<file path="src/rtl/truth_table_sweeper.sv">
// rtl/truth_table_sweeper.sv - exhaustive truth-table sweeper/checker for small combinational networks
//
// Purpose: on an accepted start, drives every input vector 0..2^N_IN-1 onto the
// network under test in ascending order. Each vector is held for SETTLE+1
// cycles, then the network output is sampled and compared against a truth
// table latched at start. Reports the mismatch count, the first failing vector
// and pass/fail.
//
// Parameters:
//   N_IN    number of network inputs (1..8)
//   SETTLE  extra hold cycles per vector before sampling (0..15)
//
// Ports:
//   clk              in   rising-edge clock
//   rst_n            in   asynchronous active-low reset
//   start            in   begin a sweep (sampled only in IDLE)
//   expected         in   truth table, bit v = required output for vector v
//   dut_in           out  vector driven to the network (MSB = first input)
//   dut_out          in   network output
//   busy             out  sweep in progress
//   done             out  one-cycle pulse at sweep completion
//   pass             out  last sweep had zero mismatches
//   err_count        out  mismatch count, range 0..2^N_IN
//   first_fail       out  lowest mismatching vector
//   first_fail_valid out  first_fail is meaningful
module truth_table_sweeper #(
  parameter int N_IN   = 3,
  parameter int SETTLE = 1
) (
  input  logic                    clk,
  input  logic                    rst_n,
  input  logic                    start,
  input  logic [(1<<N_IN)-1:0]    expected,
  output logic [N_IN-1:0]         dut_in,
  input  logic                    dut_out,
  output logic                    busy,
  output logic                    done,
  output logic                    pass,
  output logic [N_IN:0]           err_count,
  output logic [N_IN-1:0]         first_fail,
  output logic                    first_fail_valid
);

  localparam int NV = 1 << N_IN;
  localparam logic [3:0]      HOLD_LAST = 4'(SETTLE);
  localparam logic [N_IN:0]   ERR_ONE   = 1;
  localparam logic [N_IN-1:0] VEC_ONE   = 1;

  typedef enum logic [1:0] {
    S_IDLE,
    S_DRIVE,
    S_DONE
  } state_t;

  state_t          state_q, state_d;
  logic [NV-1:0]   expected_q, expected_d;
  logic [N_IN-1:0] vec_q, vec_d;
  logic [3:0]      hold_q, hold_d;
  logic [N_IN:0]   err_q, err_d;
  logic [N_IN-1:0] ff_q, ff_d;
  logic            ffv_q, ffv_d;
  logic            pass_q, pass_d;
  logic            busy_q, busy_d;
  logic            done_q, done_d;

  always_ff @(posedge clk or negedge rst_n) begin
    if (!rst_n) begin
      state_q    <= S_IDLE;
      expected_q <= '0;
      vec_q      <= '0;
      hold_q     <= '0;
      err_q      <= '0;
      ff_q       <= '0;
      ffv_q      <= 1'b0;
      pass_q     <= 1'b0;
      busy_q     <= 1'b0;
      done_q     <= 1'b0;
    end else begin
      state_q    <= state_d;
      expected_q <= expected_d;
      vec_q      <= vec_d;
      hold_q     <= hold_d;
      err_q      <= err_d;
      ff_q       <= ff_d;
      ffv_q      <= ffv_d;
      pass_q     <= pass_d;
      busy_q     <= busy_d;
      done_q     <= done_d;
    end
  end

  always_comb begin
    state_d    = state_q;
    expected_d = expected_q;
    vec_d      = vec_q;
    hold_d     = hold_q;
    err_d      = err_q;
    ff_d       = ff_q;
    ffv_d      = ffv_q;
    pass_d     = pass_q;
    busy_d     = busy_q;
    done_d     = 1'b0;

    case (state_q)
      S_IDLE: begin
        if (start) begin
          state_d    = S_DRIVE;
          expected_d = expected;
          vec_d      = '0;
          hold_d     = '0;
          err_d      = '0;
          ff_d       = '0;
          ffv_d      = 1'b0;
          pass_d     = 1'b0;
          busy_d     = 1'b1;
        end
      end

      S_DRIVE: begin
        if (hold_q == HOLD_LAST) begin
          if (dut_out != expected_q[vec_q]) begin
            err_d = err_q + ERR_ONE;
            if (!ffv_q) begin
              ff_d  = vec_q;
              ffv_d = 1'b1;
            end
          end
          // Terminal test on the all-ones vector so vec never wraps mid-sweep.
          if (&vec_q) begin
            state_d = S_DONE;
            vec_d   = '0;   // dut_in returns to 0 for the DONE cycle
            busy_d  = 1'b0;
            done_d  = 1'b1;
            pass_d  = (err_d == '0);
          end else begin
            vec_d  = vec_q + VEC_ONE;
            hold_d = '0;
          end
        end else begin
          hold_d = hold_q + 4'd1;
        end
      end

      S_DONE: begin
        state_d = S_IDLE;
      end

      default: begin
        state_d = S_IDLE;
        busy_d  = 1'b0;
      end
    endcase
  end

  // vec_q is held at 0 outside DRIVE, so dut_in is a plain register output.
  assign dut_in           = vec_q;
  assign busy             = busy_q;
  assign done             = done_q;
  assign pass             = pass_q;
  assign err_count        = err_q;
  assign first_fail       = ff_q;
  assign first_fail_valid = ffv_q;

endmodule
</file>
<file path="config.mk">
export PLATFORM = sky130hd
export DESIGN_NAME = truth_table_sweeper
export DESIGN_NICKNAME = d
export VERILOG_FILES = /design/src/rtl/truth_table_sweeper.sv
export SDC_FILE = /design/constraint.sdc
export NUM_CORES = 1
export LEC_CHECK = 0
export BUFFER_PORTS_ARGS = -buffer_cell sky130_fd_sc_hd__buf_2
export CAP_MARGIN = 20
export CELL_PAD_IN_SITES_DETAIL_PLACEMENT = 1
export CELL_PAD_IN_SITES_GLOBAL_PLACEMENT = 1
export CORE_MARGIN = 2
export CORE_UTILIZATION = 30
export DETAILED_ROUTE_END_ITERATION = 8
export GPL_TIMING_DRIVEN = 0
export PLACE_DENSITY = 0.61
export SYNTH_ARGS = -nofsm -noshare
export SYNTH_HDL_FRONTEND = slang
export SYNTH_SLANG_ARGS = --single-unit
</file>
<file path="constraint.sdc">
create_clock -name clk -period 2.8 [get_ports clk]
set_input_delay 0.14 -clock clk [delete_from_list [all_inputs] [get_ports clk]]
set_output_delay 0.14 -clock clk [all_outputs]
set_load 0.005 [all_outputs]
</file>
==> impl_metrics.env <==
export IMPL_nNetsFinal=189
export IMPL_top_usage_layer="met2"
export IMPL_end_kind="flip-flop"
export IMPL_cts_resized=0
export IMPL_postCtsSetupBuffers=0
export IMPL_die_x_um=73.5
export IMPL_htree_levels=1
export IMPL_synth_fa_ha_area_share_pct=4.32
export IMPL_post_drt_wl_per_cell_um=15.9
export IMPL_use_met1_pct=18.6
export IMPL_track_usage_pct=14.4
export IMPL_rsz0062_at_grt="no"
export IMPL_cts_root_buf="clkbuf_8"
export IMPL_grt_pass1_vias=1278
export IMPL_cpMaxStageDelayCell="a311oi_1"
export IMPL_yosysMostFrequentCell="nand2_1"
export IMPL_ir_drop_uv=334
export IMPL_clk_latency_ns=0.27
export IMPL_slew_headroom_pct=40.7
export IMPL_synth_async_reset_ratio_pct=100
export IMPL_rows=25
export IMPL_core_um2=4690
export IMPL_grt_use_met2_pct=25.1
export IMPL_drt_wl_total_mm=3.58
export IMPL_antenna_found_initial=0
export IMPL_muxShareOfSynthArea_pct=8.04
export IMPL_path_cells="ha_1 -> ha_1 -> buf_1 -> a311oi_1 -> o21ai_0 -> nand2_1 -> o21ai_0"
export IMPL_clk_pin_slew_ns=0.10
export IMPL_ant_nets=0
export IMPL_finalNonFillerCells=225
export IMPL_die_h_um=73.5
export IMPL_dp_slack_ns=0.511
export IMPL_yosysWarningCount=0
export IMPL_start_util_pct=30.9
export IMPL_maxCapViolations=0
export IMPL_grt_max_degree=29
export IMPL_fin_crit_ns=2.26
export IMPL_diodes=0
export IMPL_crit_required_ns=2.96
export IMPL_seq_area_frac_synth_pct=48.4
export IMPL_setup_viol=0
export IMPL_synth_top_area_cell="dfrtp_1"
export IMPL_synth_edf_count=0
export IMPL_synthSimpleGateAreaFrac_pct=23.3
export IMPL_synth_seq_cells=28
export IMPL_worst_pin_slew_ns=0.887
export IMPL_met3_usage_pct=2.33
export IMPL_power_leakage_nw=0.861
export IMPL_dp_cells=219
export IMPL_synth_top_family_by_area="simple AND/OR/NAND/NOR gates"
export IMPL_synth_cell_types=39
export IMPL_drtIter0Drc=44
export IMPL_synth_ff_type="dfrtp_1"
export IMPL_p_per_area_nw_per_um2=1020
export IMPL_syn_inst=140
export IMPL_dr_pass1_iters=4
export IMPL_ys_top_cells_by_count="nand2_1 (29), dfrtp_1 (28), nand3_1 (6)"
export IMPL_max_freq_ghz=0.442
export IMPL_boundaryPins=26
export IMPL_via_per_inst=5.27
export IMPL_synth_xor_xnor_area_share_pct=1.73
export IMPL_io_buffers=25
export IMPL_cp_start_kind="flip-flop"
export IMPL_areaGrowthSynthToFinish_pct=19.3
export IMPL_cts_buffer_depth=2
export IMPL_slew_viol_final=0
export IMPL_cts_tree="built"
export IMPL_yosys_top_cells_area="dfrtp_1 (48%), nand2_1 (7.5%), ha_1 (4.3%)"
export IMPL_cts_hold_buf=1
export IMPL_max_stage_delay_ns=0.64
export IMPL_layout_drive_gt1_share_pct=19.9
export IMPL_status="finished, final reports clean"
export IMPL_worst_ep_arrival_time_ns=2.42
export IMPL_die_area_um2=5400
export IMPL_grt_pass1_wl_mm=6.07
export IMPL_fin_crit_sh_pct=80.8
export IMPL_avgSynthCellArea_um2=10.3
export IMPL_fin_tns_setup_ns=0
export IMPL_syn_nets=157
export IMPL_clock_skew_ns=0.00320
export IMPL_cts_buffers=3
export IMPL_synth_area_um2=1450
export IMPL_hold_violations=0
export IMPL_cts_sinks=28
export IMPL_synth_top_area_share_pct=48.4
export IMPL_fillers=543
export IMPL_via_count=1185
export IMPL_fin_ws_ns=0.538
export IMPL_hold_path_class="in -> reg"
export IMPL_cp_max_fo=10
export IMPL_synth_compound_area_share_pct=12.6
export IMPL_post_dp_hpwl_mm=2.61
export IMPL_path_class="reg -> reg"
export IMPL_grt_overflow=0
export IMPL_place_congestion=0.771
export IMPL_route_detailed_drc=0
[state kept, by name (all words and copies together), names as in the netlist]
signal,cells
dut_in,3
first_fail_valid,1
done,1
busy,1
expected_q,8
err_count,4
hold_q,4
first_fail,3
state_q,2
pass,1
[final timing paths]
kind                                    start            end  slack, ns  depth (start not counted)
worst max-delay path                dut_in[0]      hold_q[2]       0.54                          7
worst min-delay path              expected[7]  expected_q[7]       0.05                          3
worst max register to register      dut_in[0]      hold_q[2]       0.54                          7
worst min register to register  expected_q[0]  expected_q[0]       0.48                          2
max in group asynchronous               rst_n  expected_q[0]       1.97                          2
min in group asynchronous               rst_n      hold_q[2]       0.42                          2
[cell usage in the layout, fill, tap and decap left out, types with 2 or more instances in the layout]
cell type and count:
buf_2 26, and3_1 5, nor3b_1 4, nor2b_1 2
a211o_1 2, o21ai_1 2, clkbuf_8 3, ha_1 5
o21ai_0 5, nor2_1 5, nand4_1 4, nand2_1 29
nand3_1 6, clkbuf_1 3, a22o_1 3, dfrtp_1 28
nand3b_1 2, mux2i_1 3, a32o_1 3, mux4_1 2
nor3_1 2, a21oi_1 4, a21o_1 2, inv_1 2
[power breakdown]
group | switching [mW] | internal (mW)
clock network | 0.132 | 0.191
registers | 0.157 | 0.557
logic | 0.373 | 0.352
total | 0.662 | 1.10
[stage by stage]
step / hold slack [ns] / total power, mW / utilization, % / area, um^2
after CTS: 0.0369 / 1.80 / 36.7 / 1720
after global placement: 0.195 / 1.41 / 35.0 / 1640
after floorplan: -0.156 / 1.20 / - / 1450
after detailed placement: 0.214 / 1.46 / 35.0 / 1640
after global routing: 0.0465 / 1.92 / 36.8 / 1730
final: 0.0470 / 1.76 / 36.8 / 1730
[worst max-delay path: cells and delay by family (launching register included)]
family,cells,cell delay (ns)
buffers and inverters,1,0.21
adder cells (fa/ha/maj),2,0.41
AO/OA/AOI/OAI,3,0.94
AND/OR/NAND/NOR,1,0.11
flip-flops,1,0.49
[cells by family after synthesis]
logic type	Yosys count
adders and majority gates	5
and+or+nand+nor	66
DFF	28
muxes	7
xor gates and xnor gates	2
AOI/OAI and AO/OA	26
buffers and inverters	6
[cell type report]
| type | count | area [um^2] | share of cell area [%] |
|---|---|---|---|
| clock inverter | 1 | 30.0 | 1.74 |
| buffer | 4 | 15.0 | 0.870 |
| inverter | 2 | 7.51 | 0.435 |
| sequential | 28 | 701 | 40.6 |
| timing repair buffer | 27 | 140 | 8.12 |
| clock buffer | 3 | 41.3 | 2.39 |
| tap | 54 | 67.6 | 3.91 |
| multi-input combinational | 106 | 724 | 42.0 |
[routing by layer]
layer  vias to the layer above  share of wire (%)
met1                       592                 45
li1                        576                  -
met4                         0               0.70
met5                         -                  0
met3                         2                2.7
met2                        15                 52
Note: power is estimated with default switching activity, not from simulation.
